### src/rtl/cpu_pkg.sv
// Shared definitions for the multi-cycle CPU control unit.
// Covers opcodes, ALU operation classes, sequencer state encoding and decoder output records.
package cpu_pkg;

  localparam logic [2:0] OP_RTYPE   = 3'b000;
  localparam logic [2:0] OP_ADDI    = 3'b001;
  localparam logic [2:0] OP_LW      = 3'b010;
  localparam logic [2:0] OP_SW      = 3'b011;
  localparam logic [2:0] OP_BEQ     = 3'b100;
  localparam logic [2:0] OP_MUL     = 3'b101;
  localparam logic [2:0] OP_ILLEGAL = 3'b110;
  localparam logic [2:0] OP_HALT    = 3'b111;

  localparam logic [1:0] ALU_ADD   = 2'b00;
  localparam logic [1:0] ALU_SUB   = 2'b01;
  localparam logic [1:0] ALU_FUNCT = 2'b10;
  localparam logic [1:0] ALU_MUL   = 2'b11;

  localparam logic [15:0] RESET_PC_DEFAULT = 16'h0000;
  localparam logic [15:0] PC_STEP          = 16'h0002;

  typedef enum logic [2:0] {
    ST_FETCH     = 3'd0,
    ST_DECODE    = 3'd1,
    ST_EXECUTE   = 3'd2,
    ST_MEM       = 3'd3,
    ST_WRITEBACK = 3'd4,
    ST_HALT      = 3'd5
  } cpuState_e;

  // Datapath controls that are held for the whole instruction.
  typedef struct packed {
    logic       regDst;
    logic       aluSrc;
    logic       memToReg;
    logic [1:0] aluOp;
  } levelCtl_t;

  typedef struct packed {
    levelCtl_t lvl;
    logic      isBranch;
    logic      isLoad;
    logic      isStore;
    logic      isMul;
    logic      isHalt;
    logic      isIllegal;
  } decodeOut_t;

  function automatic logic [2:0] opcodeOf(input logic [15:0] instr);
    return instr[15:13];
  endfunction

endpackage

### src/rtl/cpu_decoder.sv
// Combinational opcode decoder: level controls plus instruction class flags.
module cpu_decoder
  import cpu_pkg::*;
(
  input  logic [2:0] opcode,
  output decodeOut_t dec
);

  // Opcode to control/class mapping; unknown encodings fall into the illegal class.
  always_comb begin
    dec = '0;
    case (opcode)
      OP_RTYPE: begin
        dec.lvl.regDst = 1'b1;
        dec.lvl.aluOp  = ALU_FUNCT;
      end
      OP_ADDI: begin
        dec.lvl.aluSrc = 1'b1;
        dec.lvl.aluOp  = ALU_ADD;
      end
      OP_LW: begin
        dec.lvl.aluSrc   = 1'b1;
        dec.lvl.memToReg = 1'b1;
        dec.lvl.aluOp    = ALU_ADD;
        dec.isLoad       = 1'b1;
      end
      OP_SW: begin
        dec.lvl.aluSrc = 1'b1;
        dec.lvl.aluOp  = ALU_ADD;
        dec.isStore    = 1'b1;
      end
      OP_BEQ: begin
        dec.lvl.aluOp = ALU_SUB;
        dec.isBranch  = 1'b1;
      end
      OP_MUL: begin
        dec.lvl.regDst = 1'b1;
        dec.lvl.aluOp  = ALU_MUL;
        dec.isMul      = 1'b1;
      end
      OP_HALT:    dec.isHalt    = 1'b1;
      OP_ILLEGAL: dec.isIllegal = 1'b1;
      default:    dec.isIllegal = 1'b1;
    endcase
  end

endmodule

### src/rtl/cpu_sequencer.sv
// Multi-cycle control unit: owns PC, IR and retire counter, fetches instructions
// and sequences datapath controls through FETCH/DECODE/EXECUTE/MEM/WRITEBACK/HALT.
module cpu_sequencer
  import cpu_pkg::*;
#(
  parameter logic [15:0] RESET_PC = RESET_PC_DEFAULT
) (
  input  logic        Clock,
  input  logic        Reset,
  output logic        IMemReq,
  output logic [15:0] IMemAddr,
  input  logic        IMemValid,
  input  logic [15:0] IMemData,
  output logic [15:0] Instruction,
  output logic [15:0] PC,
  input  logic [15:0] BEQPC,
  output logic        RegDst,
  output logic        Branch,
  output logic        MemRead,
  output logic        MemWrite,
  output logic        MemToReg,
  output logic        ALUSrc,
  output logic        RegWrite,
  output logic        MulRegWrite,
  output logic [1:0]  ALUOp,
  output logic        Halted,
  output logic        Illegal,
  output logic [15:0] Retired
);

  cpuState_e  state_r;
  logic [15:0] pcReg_r;
  logic [15:0] instrReg_r;
  logic [15:0] retired_r;
  levelCtl_t  levels_r;
  logic       branch_r;
  logic       memRead_r;
  logic       memWrite_r;
  logic       regWrite_r;
  logic       mulRegWrite_r;
  logic       halted_r;
  logic       illegal_r;
  decodeOut_t dec_s;

  cpu_decoder uDecoder (
    .opcode (opcodeOf(instrReg_r)),
    .dec    (dec_s)
  );

  // Sequencer FSM with PC, IR, retire counter and registered controls.
  always_ff @(posedge Clock) begin
    if (Reset) begin
      state_r       <= ST_FETCH;
      pcReg_r       <= RESET_PC;
      instrReg_r    <= 16'h0000;
      retired_r     <= 16'h0000;
      levels_r      <= '0;
      branch_r      <= 1'b0;
      memRead_r     <= 1'b0;
      memWrite_r    <= 1'b0;
      regWrite_r    <= 1'b0;
      mulRegWrite_r <= 1'b0;
      halted_r      <= 1'b0;
      illegal_r     <= 1'b0;
    end else begin
      branch_r      <= 1'b0;
      memRead_r     <= 1'b0;
      memWrite_r    <= 1'b0;
      regWrite_r    <= 1'b0;
      mulRegWrite_r <= 1'b0;
      case (state_r)
        ST_FETCH: begin
          if (IMemValid) begin
            instrReg_r <= IMemData;
            state_r    <= ST_DECODE;
          end else begin
            state_r <= ST_FETCH;
          end
        end
        ST_DECODE: begin
          levels_r <= dec_s.lvl;
          if (dec_s.isHalt) begin
            halted_r <= 1'b1;
            state_r  <= ST_HALT;
          end else if (dec_s.isIllegal) begin
            halted_r  <= 1'b1;
            illegal_r <= 1'b1;
            state_r   <= ST_HALT;
          end else begin
            branch_r <= dec_s.isBranch;
            state_r  <= ST_EXECUTE;
          end
        end
        ST_EXECUTE: begin
          if (dec_s.isBranch) begin
            pcReg_r   <= BEQPC;
            retired_r <= retired_r + 16'd1;
            levels_r  <= '0;
            state_r   <= ST_FETCH;
          end else if (dec_s.isLoad || dec_s.isStore) begin
            memRead_r  <= dec_s.isLoad;
            memWrite_r <= dec_s.isStore;
            state_r    <= ST_MEM;
          end else begin
            regWrite_r    <= ~dec_s.isMul;
            mulRegWrite_r <= dec_s.isMul;
            state_r       <= ST_WRITEBACK;
          end
        end
        ST_MEM: begin
          if (dec_s.isStore) begin
            pcReg_r   <= pcReg_r + PC_STEP;
            retired_r <= retired_r + 16'd1;
            levels_r  <= '0;
            state_r   <= ST_FETCH;
          end else begin
            memRead_r  <= 1'b1;
            regWrite_r <= 1'b1;
            state_r    <= ST_WRITEBACK;
          end
        end
        ST_WRITEBACK: begin
          pcReg_r   <= pcReg_r + PC_STEP;
          retired_r <= retired_r + 16'd1;
          levels_r  <= '0;
          state_r   <= ST_FETCH;
        end
        ST_HALT: state_r <= ST_HALT;
        default: state_r <= ST_FETCH;
      endcase
    end
  end

  // Request and write strobes are masked while Reset is high so nothing escapes a reset cycle.
  assign IMemReq     = (state_r == ST_FETCH) && !Reset;
  assign MemWrite    = memWrite_r && !Reset;
  assign RegWrite    = regWrite_r && !Reset;
  assign MulRegWrite = mulRegWrite_r && !Reset;

  assign IMemAddr    = pcReg_r;
  assign PC          = pcReg_r + PC_STEP;
  assign Instruction = instrReg_r;
  assign Retired     = retired_r;
  assign Halted      = halted_r;
  assign Illegal     = illegal_r;
  assign Branch      = branch_r;
  assign MemRead     = memRead_r;
  assign RegDst      = levels_r.regDst;
  assign ALUSrc      = levels_r.aluSrc;
  assign MemToReg    = levels_r.memToReg;
  assign ALUOp       = levels_r.aluOp;

endmodule

### config.mk
export PLATFORM = sky130hd
export DESIGN_NAME = cpu_sequencer
export DESIGN_NICKNAME = d
export VERILOG_FILES = /design/src/rtl/cpu_pkg.sv /design/src/rtl/cpu_decoder.sv /design/src/rtl/cpu_sequencer.sv
export SDC_FILE = /design/constraint.sdc
export NUM_CORES = 1
export LEC_CHECK = 0
export ABC_CLOCK_PERIOD_IN_PS = 1800
export CAP_MARGIN = 20
export CORE_ASPECT_RATIO = 1.2
export CORE_MARGIN = 5
export CORE_UTILIZATION = 40
export CTS_CLUSTER_DIAMETER = 30
export CTS_CLUSTER_SIZE = 10
export DETAILED_ROUTE_END_ITERATION = 8
export HOLD_SLACK_MARGIN = 0.03
export MAX_ROUTING_LAYER = met4
export PLACE_DENSITY = 0.84
export SYNTH_ARGS = -nofsm -noshare
export SYNTH_HDL_FRONTEND = slang
export SYNTH_SLANG_ARGS = --single-unit
### constraint.sdc
create_clock -name Clock -period 1.8 [get_ports Clock]
set_input_delay 0.27 -clock Clock [delete_from_list [all_inputs] [get_ports Clock]]
set_output_delay 0.27 -clock Clock [all_outputs]
set_load 0.02 [all_outputs]
==> metrics.cfg, run 1 <==
[global_routing]
gr-usage-met2_pct=36.4
grt_util_met3_pct=2.68
globalRoute.totalOverflow=0
grt_usage_pct=20.5
initial_antenna_violation_count=0
first_global_vias=3217
grt_max_degree=31
global_route.usage.met1_pct=23.3
grt_first_pass_wirelength_um=15200
grt_most_used_layer=met2

[setup_path]
crit_fanout=5
reg2reg_slack_ns=-0.08
setup.worst_path.start=IMemAddr[1]
rr_endpoint=Retired[15]
worst-endpoint-required_ns=1.53
worst_setup_path_start_kind=register
timing.reg2reg.worst_path_depth=6
worst-endpoint-arrival_ns=1.74
worst_r2r_startpoint=state_r[0]
ws_path_type=register to primary output
critical_path.endpoint_type=primary output

[timing]
slew_viol_final=0
post-route-worst-setup-slack_ns=-0.211
finalHoldViolCount=0
slew_headroom_pct=74.6
final_critical_delay_including_setup_and_external_delays_ns=2.01
max_freq_ghz=0.497
grt_setup_unrepaired=true
max_slew.worst_pin.slew_ns=0.381
final-setup-viol-count=18
worst_clock_skew_on_the_final_layout_ns=0.00999
finalCritPeriodShare_pct=112

[die]
dieArea_um2=9360
core.rowCount=34
io-pin-count=112
placeableCoreArea_um2=7270
die_y_um=105
floorplan.initialDensity_pct=41.3
die_width_um=89.1

[synth]
synthCells=373
synth_flop_cell=sky130_fd_sc_hd__dfxtp_1
synth_seq_cells=62
synthArstFlopShare_pct=0
synthesis.area_um2=3010
synth_seq_area_share_pct=41.3
synth_nets=410
yosys_warnings=0
ys_types=44
post_synth.cell_area_avg_um2=8.06
number_of_flops_mapped_to_enable_cells_by_yosys=0

[run]
maxCapViolCount=0

[outcome]
run_status=finished with violations
violations_in_the_final_reports=setup timing

[pwr]
p_leak_nw=2.07
peakVddDrop_v=0.000502
finalPower_mw=3.28
pwr_per_cell_area_nw_per_um2=628

[route]
wirelength_um=10500
drt_iter0_drc=157
num_vias=3465
detail_route.vias_per_cell=5.48
drtAntennaViolNets=0
routedWlPerCell_um=16.6
firstDrtPassIters=6
post-route-drc-count=0

[placed_design]
post-place-ws_ns=-0.414
port_buffers=111
routabilityCongestion=0.897
placed_area_um2=4520
dpl.hpwl_um=6790
dp_cells=595

[layout]
layout_commonest_cell=sky130_fd_sc_hd__clkdlybuf4s50_1
post_layout_nonfiller_instances=632
final_design_area_no_fill_um2=5210
finish.net_count=574
final_util_pct=71.7
areaGrowthSynthToFinish_pct=73.4
drive_gt1_share_pct=29.2
most-common-layout-cells=91 x sky130_fd_sc_hd__clkdlybuf4s50_1, 62 x sky130_fd_sc_hd__buf_4, 56 x sky130_fd_sc_hd__nand2_1
antenna_cells=0

[min_path]
timing.hold.worst_path_depth=2
min_from=Reset
hold_path_end=MemRead
hold_path_class=primary input to register

[clocking]
cts_htree_levels=3
cts.clk_slew.worst_paths_ns=0.07
clock-root-buffer=sky130_fd_sc_hd__clkbuf_8
clk_buf_depth=2
cts_buffers=9
cts_tree=done
cts.sink_count=62
clock_latency_ns=0.32

==> worst max-delay path, stage by stage (launching register included) <==
cell and delay [ns]:
sky130_fd_sc_hd__dfxtp_4 0.36, sky130_fd_sc_hd__buf_6 0.11, sky130_fd_sc_hd__nand4_1 0.11, sky130_fd_sc_hd__buf_6 0.16
sky130_fd_sc_hd__nor4_4 0.33, sky130_fd_sc_hd__xor2_2 0.21, sky130_fd_sc_hd__buf_6 0.14
==> through the flow <==
stage	hold WS, ns	TNS [ns]
global route	0.278	-2.97
finish	0.268	-1.18
CTS	0.244	-1.53
global placement	0.442	-1.92
detailed placement	0.447	-2.68
floorplan	0.396	-0.742
==> synth_stat cells, drive strengths merged (8+ instances only) <==
library cell	number	share of area (%)
xor2	14	4.1
nand2	56	7.0
o21ai	11	1.8
dfxtp	62	41
nor2b	15	3.1
nor3	11	1.8
inv	8	1.0
xnor2	8	2.3
buf	10	2.5
clkbuf	19	2.4
nand4	8	1.7
a21oi	44	7.4
nor2	34	4.2
==> worst max-delay path by stage <==
stage               slack, ns  cells past startpoint           end
detailed placement      -0.41                      5        PC[15]
global placement        -0.29                      5        PC[15]
floorplan               -0.12                      8  IMemAddr[11]
CTS                     -0.20                      5        PC[14]
finish                  -0.21                      6        PC[14]
global route            -0.28                      6        PC[14]
==> cell type report <==
class / instances / area [um^2]
clock inverter: 4 / 45.0
fill: 526 / 2060
tap: 90 / 113
sequential: 62 / 1270
multi-input combinational: 275 / 1900
timing repair buffer: 181 / 1710
clock buffer: 12 / 155
inverter: 8 / 30.0
==> metal layers <==
metal	vias to the layer above	wire length, um	part of all wire (%)
met5	-	0	0
met4	0	265	2.5
met3	30	634	6.0
met2	146	5760	55
met1	1661	3860	37
li1	1628	-	-
==> power by group <==
group          switching [mW]  leakage (nW)  internal (mW)  total [mW]
Sequential             0.0314         0.509           1.42        1.45
Combinational           0.305          1.46          0.291       0.596
Clock                   0.523         0.106          0.709        1.23
Total                   0.859          2.07           2.42        3.28
==> flip-flops by register name (all words and copies together), names as in the netlist <==
signal / flops
IMemAddr: 16
Instruction: 16
Retired: 16
state_r: 3
ALUOp: 2
ALUSrc: 1
Branch: 1
Halted: 1
Illegal: 1
MemRead: 1
MemToReg: 1
memWrite_r: 1
mulRegWrite_r: 1
regWrite_r: 1
==> cell families after synthesis <==
kind of cell	share of synthesized area (%)
AO/OA/AOI/OAI	17.6
XOR/XNOR	6.41
adder cells (fa/ha/maj)	0.832
buffers and inverters	5.87
flip-flops	41.3
multiplexers	1.50
AND/OR/NAND/NOR	26.5
==> timing repair <==
item	4_1_cts	5_1_grt
buffers inserted	3	16
pin swaps	15	30
resized for setup	93	56
hold buffers	0	0
endpoints found under the setup margin	28	35
endpoints found under the hold margin	0	0
cloned	1	2
Note: power is estimated with default switching activity, not from simulation.
==> run 2: changes to the inputs <==
--- a/config.mk
+++ b/config.mk
@@ -10,7 +10,6 @@
 export CORE_ASPECT_RATIO = 1.2
 export CORE_MARGIN = 5
 export CORE_UTILIZATION = 40
-export CTS_CLUSTER_DIAMETER = 30
 export CTS_CLUSTER_SIZE = 10
 export DETAILED_ROUTE_END_ITERATION = 8
 export HOLD_SLACK_MARGIN = 0.03
==> results of run 2 <==
Final layout, timing and power as in run 1 (identical DEF).
==> run 3: changes to the inputs <==
--- a/config.mk
+++ b/config.mk
@@ -15,6 +15,7 @@
 export HOLD_SLACK_MARGIN = 0.03
 export MAX_ROUTING_LAYER = met4
 export PLACE_DENSITY = 0.84
+export SLEW_MARGIN = 20
 export SYNTH_ARGS = -nofsm -noshare
 export SYNTH_HDL_FRONTEND = slang
 export SYNTH_SLANG_ARGS = --single-unit
==> results of run 3 <==
Final layout, timing and power as in run 1 (identical DEF).
